`src/rtl/div_pkg.sv`:
```
`default_nettype none
// ============================================================================
//  Module      : div_pkg
//  Description : Shared types and constants for the radix-2 restoring divider.
//  Revision    : 1.0 - initial release
// ============================================================================
package div_pkg;

    localparam int DIV_WIDTH = 32;

    // Quotient returned when the divisor is zero
    localparam logic [DIV_WIDTH-1:0] DIV_DBZ_QUOT = {DIV_WIDTH{1'b1}};

    typedef enum logic [1:0] {
        IDLE = 2'd0,
        BUSY = 2'd1,
        DONE = 2'd2
    } div_state_t;

endpackage : div_pkg
`default_nettype wire

```
`src/rtl/div_restoring_step.sv`:
```
`default_nettype none
// ============================================================================
//  Module      : div_restoring_step
//  Description : One restoring-division iteration. Shifts the next dividend
//                bit into the partial remainder and trial-subtracts the
//                divisor; the difference is kept only when no borrow occurs.
//  Revision    : 1.0 - initial release
// ============================================================================
module div_restoring_step #(
    parameter int WIDTH = 32
) (
    input  logic [WIDTH-1:0] rem_in,
    input  logic             dvd_msb,
    input  logic [WIDTH-1:0] divisor,
    output logic [WIDTH-1:0] rem_out,
    output logic             q_bit
);

    logic [WIDTH:0]   w_shifted;
    logic [WIDTH+1:0] w_diff;
    logic             w_unused_diff_msb;

    // Trial subtract on WIDTH+2 bits so the borrow lands in the top bit
    assign w_shifted = {rem_in, dvd_msb};
    assign w_diff    = {1'b0, w_shifted} - {2'b00, divisor};
    assign q_bit     = ~w_diff[WIDTH+1];

    // With the invariant rem_in < divisor the kept value always fits WIDTH bits
    assign rem_out           = q_bit ? w_diff[WIDTH-1:0] : w_shifted[WIDTH-1:0];
    assign w_unused_diff_msb = w_diff[WIDTH];

endmodule : div_restoring_step
`default_nettype wire

```
`src/rtl/radix2_divider.sv`:
```
`default_nettype none
// ============================================================================
//  Module      : radix2_divider
//  Description : Multi-cycle restoring radix-2 divider, one quotient bit per
//                cycle, fixed 32-cycle latency. Returns {quotient, remainder}
//                as a single beat with a divide-by-zero flag.
//                Define RADIX2_DIVIDER_SIGNED_EN for two's-complement operands.
//  Revision    : 1.0 - initial release
// ============================================================================
module radix2_divider
    import div_pkg::*;
#(
    parameter int WIDTH = DIV_WIDTH
) (
    input  logic               clk,
    input  logic               rst,
    input  logic               s_axis_dividend_tvalid,
    input  logic [WIDTH-1:0]   s_axis_dividend_tdata,
    output logic               s_axis_dividend_tready,
    input  logic               s_axis_divisor_tvalid,
    input  logic [WIDTH-1:0]   s_axis_divisor_tdata,
    output logic               s_axis_divisor_tready,
    output logic               m_axis_dout_tvalid,
    output logic [2*WIDTH-1:0] m_axis_dout_tdata,
    output logic               m_axis_dout_dbz
);

    localparam int                 c_cnt_w    = $clog2(WIDTH);
    localparam logic [c_cnt_w-1:0] c_last     = c_cnt_w'(WIDTH - 1);
    localparam logic [WIDTH-1:0]   c_dbz_quot = {WIDTH{1'b1}};

    div_state_t          r_state;
    logic [c_cnt_w-1:0]  r_count;
    logic [WIDTH-1:0]    r_rem;
    logic [WIDTH-1:0]    r_dvd;      // dividend bits shift out, quotient bits shift in
    logic [WIDTH-1:0]    r_dsr;
    logic [WIDTH-1:0]    r_dvd_orig;
    logic                r_tready;
    logic                r_tvalid;
    logic [2*WIDTH-1:0]  r_tdata;
    logic                r_dbz;

    logic [WIDTH-1:0]    w_dvd_mag;
    logic [WIDTH-1:0]    w_dsr_mag;
    logic [WIDTH-1:0]    w_rem_out;
    logic                w_q_bit;
    logic [WIDTH-1:0]    w_quot_fin;
    logic [WIDTH-1:0]    w_rem_fin;
    logic                w_accept;

`ifdef RADIX2_DIVIDER_SIGNED_EN
    logic                r_neg_q;
    logic                r_neg_r;
    logic                w_dvd_neg;
    logic                w_dsr_neg;
`endif

    assign w_accept = s_axis_dividend_tvalid & s_axis_divisor_tvalid;

    div_restoring_step #(
        .WIDTH   (WIDTH)
    ) u_step (
        .rem_in  (r_rem),
        .dvd_msb (r_dvd[WIDTH-1]),
        .divisor (r_dsr),
        .rem_out (w_rem_out),
        .q_bit   (w_q_bit)
    );

    // Operand magnitudes presented to the iterative core
    always_comb begin
`ifdef RADIX2_DIVIDER_SIGNED_EN
        w_dvd_neg = s_axis_dividend_tdata[WIDTH-1];
        w_dsr_neg = s_axis_divisor_tdata[WIDTH-1];
        w_dvd_mag = w_dvd_neg ? -s_axis_dividend_tdata : s_axis_dividend_tdata;
        w_dsr_mag = w_dsr_neg ? -s_axis_divisor_tdata  : s_axis_divisor_tdata;
`else
        w_dvd_mag = s_axis_dividend_tdata;
        w_dsr_mag = s_axis_divisor_tdata;
`endif
    end

    // Final result from the last iteration, sign-corrected where enabled
    always_comb begin
        w_quot_fin = {r_dvd[WIDTH-2:0], w_q_bit};
        w_rem_fin  = w_rem_out;
`ifdef RADIX2_DIVIDER_SIGNED_EN
        if (r_neg_q) w_quot_fin = -{r_dvd[WIDTH-2:0], w_q_bit};
        if (r_neg_r) w_rem_fin  = -w_rem_out;
`endif
    end

    // Control FSM, iteration datapath and registered outputs
    always_ff @(posedge clk or posedge rst) begin
        if (rst) begin
            r_state    <= IDLE;
            r_count    <= '0;
            r_rem      <= '0;
            r_dvd      <= '0;
            r_dsr      <= '0;
            r_dvd_orig <= '0;
            r_tready   <= 1'b1;
            r_tvalid   <= 1'b0;
            r_tdata    <= '0;
            r_dbz      <= 1'b0;
`ifdef RADIX2_DIVIDER_SIGNED_EN
            r_neg_q    <= 1'b0;
            r_neg_r    <= 1'b0;
`endif
        end else begin
            case (r_state)
                IDLE: begin
                    if (w_accept) begin
                        r_dvd      <= w_dvd_mag;
                        r_dsr      <= w_dsr_mag;
                        r_dvd_orig <= s_axis_dividend_tdata;
                        r_rem      <= '0;
                        r_count    <= '0;
                        r_tready   <= 1'b0;
                        r_state    <= BUSY;
`ifdef RADIX2_DIVIDER_SIGNED_EN
                        r_neg_q    <= w_dvd_neg ^ w_dsr_neg;
                        r_neg_r    <= w_dvd_neg;
`endif
                    end
                end
                BUSY: begin
                    r_rem   <= w_rem_out;
                    r_dvd   <= {r_dvd[WIDTH-2:0], w_q_bit};
                    r_count <= r_count + 1'b1;
                    if (r_count == c_last) begin
                        r_tvalid <= 1'b1;
                        r_state  <= DONE;
                        // A zero divisor still runs all iterations; only the result is overridden
                        if (r_dsr == '0) begin
                            r_tdata <= {c_dbz_quot, r_dvd_orig};
                            r_dbz   <= 1'b1;
                        end else begin
                            r_tdata <= {w_quot_fin, w_rem_fin};
                            r_dbz   <= 1'b0;
                        end
                    end
                end
                DONE: begin
                    r_tvalid <= 1'b0;
                    r_tready <= 1'b1;
                    r_state  <= IDLE;
                end
                default: begin
                    r_tvalid <= 1'b0;
                    r_tready <= 1'b1;
                    r_state  <= IDLE;
                end
            endcase
        end
    end

    assign s_axis_dividend_tready = r_tready;
    assign s_axis_divisor_tready  = r_tready;
    assign m_axis_dout_tvalid     = r_tvalid;
    assign m_axis_dout_tdata      = r_tdata;
    assign m_axis_dout_dbz        = r_dbz;

endmodule : radix2_divider
`default_nettype wire
```
`config.mk`:
```
export PLATFORM = sky130hd
export DESIGN_NAME = radix2_divider
export DESIGN_NICKNAME = d
export VERILOG_FILES = /design/src/rtl/div_pkg.sv /design/src/rtl/div_restoring_step.sv /design/src/rtl/radix2_divider.sv
export SDC_FILE = /design/constraint.sdc
export NUM_CORES = 1
export LEC_CHECK = 0
export CAP_MARGIN = 10
export CELL_PAD_IN_SITES_DETAIL_PLACEMENT = 0
export CELL_PAD_IN_SITES_GLOBAL_PLACEMENT = 1
export CORE_MARGIN = 1.5
export CORE_UTILIZATION = 40
export CTS_CLUSTER_SIZE = 30
export DETAILED_ROUTE_END_ITERATION = 10
export PLACE_DENSITY = 0.86
export SLEW_MARGIN = 20
export SYNTH_ARGS = -nofsm -noshare
export SYNTH_HDL_FRONTEND = slang
export SYNTH_SLANG_ARGS = --single-unit
```
`constraint.sdc`:
```
create_clock -name clk -period 16.2 [get_ports clk]
set_input_delay 1.62 -clock clk [delete_from_list [all_inputs] [get_ports clk]]
set_output_delay 1.62 -clock clk [all_outputs]
set_load 0.005 [all_outputs]
```
# After elaboration in Yosys (flattened, before gate mapping)

Index checks and enable logic that the tools add are counted.

Bits in registers: 202
Bits in latches: 0
Memory bits (writable): 0
ROM bits: 0
Input bits: 68
Output and inout port bits: 68
Word-level logic and storage cells: 45
Memories kept: 0

Add/subtract/negate cells: 2
Multiply operators: 0
Div/mod/pow operators: 0
Order comparisons: 0
Equality and inequality tests: 4
Shift operators: 0
Mux-type cells: 16
Bitwise gates (word level): 4
Reductions and logical operators: 9

Operator list:

| operator                                       | count |
|---|---|
| one-hot mux 32 bit (2 select lines)            | 2 |
| 2-to-1 mux 32 bit                              | 3 |
| 2-to-1 mux 64 bit                              | 1 |
| subtractor 33 x 32 -> 34 bit                   | 1 |
| zero test 32 bit                               | 1 |
| AND reduction 2 bit                            | 6 |
| one-hot mux 5 bit (2 select lines)             | 1 |
| adder 5 x 1 -> 5 bit (second input constant)   | 1 |
| == test 5 bit (second input constant)          | 1 |
| 2-to-1 mux 5 bit                               | 1 |
| 2-to-1 mux 2 bit                               | 2 |
| != test 2 bit (second input constant)          | 2 |
| one-hot mux 1 bit (2 select lines)             | 2 |
| one-hot mux 2 bit (2 select lines)             | 1 |
| 2-to-1 mux 1 bit                               | 3 |
| inverter 1 bit                                 | 3 |
| == test 2 x 1 -> 1 bit (second input constant) | 1 |
| zero test 2 bit                                | 1 |
| nonzero test 2 bit                             | 1 |
| bitwise AND 1 bit                              | 1 |

# Logic depth before layout (Yosys ltp)

Depth in word-level cells: 3
Mapped depth: 13
Mapped depth without buffers: 12

# By module

From an unflattened synthesis, not the netlist that was laid out.

Cells, all modules: 1298
Area total of the unflattened synthesis: 10799.1 um^2

By module, submodules not included:

| module             | instances | cells each | area each (um^2) | sequential area each (um^2) |
|---|---|---|---|---|
| radix2_divider     | 1         | 925        | 8369.3           | 5056.1 |
| div_restoring_step | 1         | 373        | 2429.8           | 0.0 |

# Worst setup path before layout

Ideal clock, no wire load.

Kind: input to register
Start point: input port s_axis_dividend_tvalid
End point: register r_count[1]
Setup time: 136 ps
Arrival time: 2534 ps
Data required time: 16064 ps
Slack: 13530 ps
Stages: 5
Buffers on the path: 3
Cells stage by stage: and3_1 clkbuf_1 clkbuf_1 clkbuf_1 o21ai_0

Word-level cells in the longest chain between the ends: 3

RTL lines:

| what                                 | line                  | source |
|---|---|---|
| start: declaration                   | radix2_divider.sv:17  | `input logic s_axis_dividend_tvalid,` |
| bitwise AND 1 bit                    | radix2_divider.sv:58  | `assign w_accept = s_axis_dividend_tvalid & s_axis_divisor_tvalid;` |
| != test 2 bit (no source line)       | --                    |  |
| AND reduction 2 bit (no source line) | --                    |  |
| end signal: assignment               | radix2_divider.sv:130 | `r_count <= r_count + 1'b1;` |
| end: declaration                     | radix2_divider.sv:33  | `logic [c_cnt_w-1:0] r_count;` |

Every way passes these cells.
A chain may end at the register's enable or synchronous reset.

# Worst setup path in the final report

Start point: register r_rem[13]
End point: register r_tdata[13] (netlist: m_axis_dout_tdata[13])

Word-level cells in the longest chain between the ends: 3

RTL lines:

| what                         | line                     | source |
|---|---|---|
| start: declaration           | radix2_divider.sv:34     | `logic [WIDTH-1:0] r_rem;` |
| start signal: assignment     | radix2_divider.sv:128    | `r_rem <= w_rem_out;` |
| subtractor 33 x 32 -> 34 bit | div_restoring_step.sv:25 | `assign w_diff = {1'b0, w_shifted} - {2'b00, divisor};` |
| 2-to-1 mux 32 bit            | div_restoring_step.sv:29 | `assign rem_out = q_bit ? w_diff[WIDTH-1:0] : w_shifted[WIDTH-1:0];` |
| 2-to-1 mux 64 bit            | radix2_divider.sv:135    | `if (r_dsr == '0) begin` |
| end signal: assignment       | radix2_divider.sv:136    | `r_tdata <= {c_dbz_quot, r_dvd_orig};` |
| end signal: assignment       | radix2_divider.sv:139    | `r_tdata <= {w_quot_fin, w_rem_fin};` |
| end: declaration             | radix2_divider.sv:40     | `logic [2*WIDTH-1:0] r_tdata;` |

Every way passes these cells.

==> impl_results.md <==
* Detailed router's first-iteration violation count at ~550
* Max stage delay on crit path at roughly 0.45 ns
* Static power due to leakage at ~0.006 uW
* Share of the synthesized area in compound gates (AO/OA/AOI/OAI) at 0.180
* Post-synthesis async set-or-reset flop share at 1.00
* Largest net degree at the start of global routing at between 100 and 150
* Number of distinct library cell variants in the gate-level netlist after synthesis at between 40 and 50
* Post-Route Setup TNS at 0 ns
* Bufs and invs on worst path at 1
* Initial cell density of the core at 0.407
* Post-synthesis simple-gate area fraction at 0.189
* Synthesis Warnings at 0
* Average cell area after synthesis at between 8 and 9 sq um
* Maximum count of clock buffers along a single path at 3
* CP max stage cell: sky130_fd_sc_hd__buf_4
* Primary flip-flop cell chosen by synthesis mapping: sky130_fd_sc_hd__dfrtp_1
* Unrepaired setup endpoints after global routing: false
* Weighted congestion reported at the end of routability-driven placement at 0.860
* Worst hold-check path type: register to register
* H-Tree Level Count at 1
* Port Buffers at ~140
* Adder-cell share of the synthesized area at 0.0436
* Via count of the first global-routing pass at 8543
* CTS tree: built
* Result of the run: finished, final reports clean
* Clock latency at the later pin of the worst-skew pair at ~0.53 ns
* Post-CTS Setup Repair Bufs at 0
* Number of hold violations in the final report at 0
* Power per cell area at roughly 240 nW/um^2
* Number of antenna violations at the first check in global routing at 0
* Site row count at 58
* Layout cells sized above 1 at 0.0520
* Post-synthesis instance area at ~10000 sq um
* Critical Path, Cell by Cell: ha_1 > nand4_1 > nor3_1 > and3_1 > o2111ai_2 > a21oi_2 > or2_1 > buf_4 > mux2i_1 > o21ai_0
* Count of clock tree sinks at between 200 and 250
* Clock period minus final worst setup slack at 3.58 ns
* MaxCap Viol Count at 0
* Worst max-slew margin expressed relative to the limit at 0.283
* Combinational family with the most area after synthesis: simple AND/OR/NAND/NOR gates
* Routed via count at roughly 8500
* DRC errors left at 0
* Detailed-placement wirelength estimate at 19000 microns
* Mapped Nets at approximately 1300
* Post-synth EDFFs at 0
* Post-route fraction of the period consumed by the critical path at 0.221
* Die Footprint at 26500 sq um
* Parity-gate share of the synthesized area counting xor and xnor cells at 0.0266
* Setup skew after layout at 0.0127 ns
* First-pass iteration count of the detailed router at 5
* Kind of cell adding the most delay to the critical path: simple AND/OR/NAND/NOR gates
* Maximum vdd drop at 0.0987 mV
* Arrival time reported for the critical path endpoint at roughly 4.0 ns
* Global-route total usage across every layer at 0.213
* First-pass GRT wire length at ~45000 microns
* Part of the Yosys area used for sequential elements at 0.495
* Count of instances resized after the clock tree is built at 0
* Kind of launch point of the worst setup path: register
* Ant. Diodes at 0
* Total instance count after detailed placement at 1575
* Master cell of the clock root buffer: sky130_fd_sc_hd__clkbuf_16
* Count of mapped cells out of synthesis at around 1200
* Post-detailed-placement cell area at 11800 sq um
* Yosys reg bits at 202
* Final nets at about 1400
* WP data required at 16.58 ns
* Area of the core at 25100 sq um
* Horizontal die dimension at between 150 and 200 microns
* Total non-filler cell area in the finished layout at ~13000 sq um
* Area leader, netlist: sky130_fd_sc_hd__dfrtp_1
* Top achievable clock speed at between 0.2 and 0.3 GHz
* Number of buffers added to fix hold violations after cts at 0
* Per-cell routed wire length at roughly 17 microns
* Number of buffers created by CTS at 24
* Detailed-route wire length at between 20000 and 30000 microns
* Fraction of post-synthesis cell area in the top cell type by area at 0.492
* Final Slew Violations at 0
* Die height at ~160 microns
* Category of the most critical setup path: register to register
* Boundary Pins at roughly 140
* Share of cell area taken by muxes after synthesis at 0.0216
* Worst Tran Pin Value at about 1.1 ns
* Final Power at just over 3000 uW
* Layout overhead on the synthesized area at 24.3%
* Kind of end point of the critical path: register
* Largest driver fanout on the critical path at 30
* Fin util at 0.506
* Leading post-synthesis cells by cell area: sky130_fd_sc_hd__dfrtp_1 (49%), sky130_fd_sc_hd__nand2_1 (8.9%), sky130_fd_sc_hd__o21ai_0 (5.9%), sky130_fd_sc_hd__a21oi_1 (4.9%), sky130_fd_sc_hd__ha_1 (4.2%)
* Average vias per placed instance at about 5.3
* Count of antenna-violating nets left after detailed routing at 0
* Final std cells w/o fill at approximately 1600
* Number of setup violations in the final report at 0
* Clock-pin slew of the registers on the worst-case setup and hold paths at ~0.060 ns
* Aggregate global routing overflow at 0
[per-stage QoR]
| step | hold WS, ns | setup WS, ns |
|---|---|---|
| 2_1_floorplan | 0.437 | 9.07 |
| 3_3_place_gp | 0.452 | 12.45 |
| 3_5_place_dp | 0.456 | 12.42 |
| 4_1_cts | 0.473 | 12.65 |
| 5_1_grt | 0.490 | 12.34 |
| 6_report | 0.467 | 12.62 |
[state kept, by name, summed over array words and instances, names as in the netlist]
register / count
r_state: 2
r_rem: 32
m_axis_dout_dbz: 1
r_dvd_orig: 32
m_axis_dout_tvalid: 1
s_axis_dividend_tready: 1
r_dvd: 32
m_axis_dout_tdata: 64
r_dsr: 32
r_count: 5
[kinds of logic after synthesis]
| group | after synthesis |
|---|---|
| xor+xnor | 31 |
| mux | 22 |
| buf+inv | 108 |
| flops | 202 |
| fa+ha+maj | 35 |
| compound gates | 319 |
| simple gates | 451 |
[layout make-up]
class	count	area [sq um]
inverters	39	154
well taps	330	413
clock buffers	33	714
flip-flops and latches	202	5060
multi-input cells	858	4730
clock inverters	11	196
repair buffers	146	1430
fillers	2413	12400
[power by group]
group	total, uW	switching [uW]	internal, uW
Clock	597	222	375
Sequential	895	164	731
Combinational	1560	904	658
[layer usage]
metal  track usage  part of all wire  up-vias
li1              -                 -     4221
met1         0.318              0.49     4075
met2         0.317              0.43      196
met3        0.0369             0.054       37
met4        0.0555             0.021        0
met5             0                 0        -
[cells in the final DEF (no fill, tap or decap), drive strengths merged, types with 22 or more instances in the layout]
master         instances
clkdlybuf4s50        135
a22oi                 31
inv                   38
o21ai                127
and3                  30
a21oi                103
nand2                243
ha                    34
mux2i                 22
clkbuf                33
nor2                  87
nand3                 35
dfrtp                201
[path summary, 6_finish.rpt]
check	startpoint	endpoint	slack, ns	depth (start not counted)
max in group asynchronous	rst	r_dsr[22]	13.13	3
hold reg to reg	r_dvd_orig[23]	r_dvd_orig[23]	0.47	2
setup / recovery	r_rem[13]	m_axis_dout_tdata[13]	12.62	10
setup reg to reg	r_rem[13]	m_axis_dout_tdata[13]	12.62	10
min in group asynchronous	rst	m_axis_dout_tdata[36]	1.66	2
hold / removal	r_dvd_orig[23]	r_dvd_orig[23]	0.47	2
[synthesized netlist by cell type (3+ instances only)]
master and number:
sky130_fd_sc_hd__a31oi_1 9, sky130_fd_sc_hd__buf_6 3, sky130_fd_sc_hd__nand4_1 8, sky130_fd_sc_hd__o21ai_1 6, sky130_fd_sc_hd__xnor2_1 19, sky130_fd_sc_hd__o21ai_0 121, sky130_fd_sc_hd__o31ai_1 6, sky130_fd_sc_hd__clkbuf_1 62
sky130_fd_sc_hd__nor2_1 87, sky130_fd_sc_hd__ha_1 34, sky130_fd_sc_hd__or3_1 4, sky130_fd_sc_hd__and2_1 4, sky130_fd_sc_hd__and3_1 30, sky130_fd_sc_hd__xor2_1 12, sky130_fd_sc_hd__inv_1 39, sky130_fd_sc_hd__a22oi_1 31
sky130_fd_sc_hd__o21a_1 8, sky130_fd_sc_hd__nand3_1 35, sky130_fd_sc_hd__mux2i_1 22, sky130_fd_sc_hd__nor4_1 9, sky130_fd_sc_hd__o211ai_1 7, sky130_fd_sc_hd__nand2b_1 9, sky130_fd_sc_hd__a21oi_1 101, sky130_fd_sc_hd__a21o_1 14
sky130_fd_sc_hd__nand2_1 243, sky130_fd_sc_hd__dfrtp_1 201, sky130_fd_sc_hd__nor3_1 14, sky130_fd_sc_hd__nor2b_1 4
[worst register-to-register path, cell delays in order, from the launching register on]
cell and delay (ns):
sky130_fd_sc_hd__dfrtp_1 0.43, sky130_fd_sc_hd__ha_1 0.43, sky130_fd_sc_hd__nand4_1 0.13, sky130_fd_sc_hd__nor3_1 0.31, sky130_fd_sc_hd__and3_1 0.33, sky130_fd_sc_hd__o2111ai_2 0.15, sky130_fd_sc_hd__a21oi_2 0.33, sky130_fd_sc_hd__or2_1 0.39
sky130_fd_sc_hd__buf_4 0.45, sky130_fd_sc_hd__mux2i_1 0.35, sky130_fd_sc_hd__o21ai_0 0.13
Note: power is estimated with default switching activity, not from simulation.
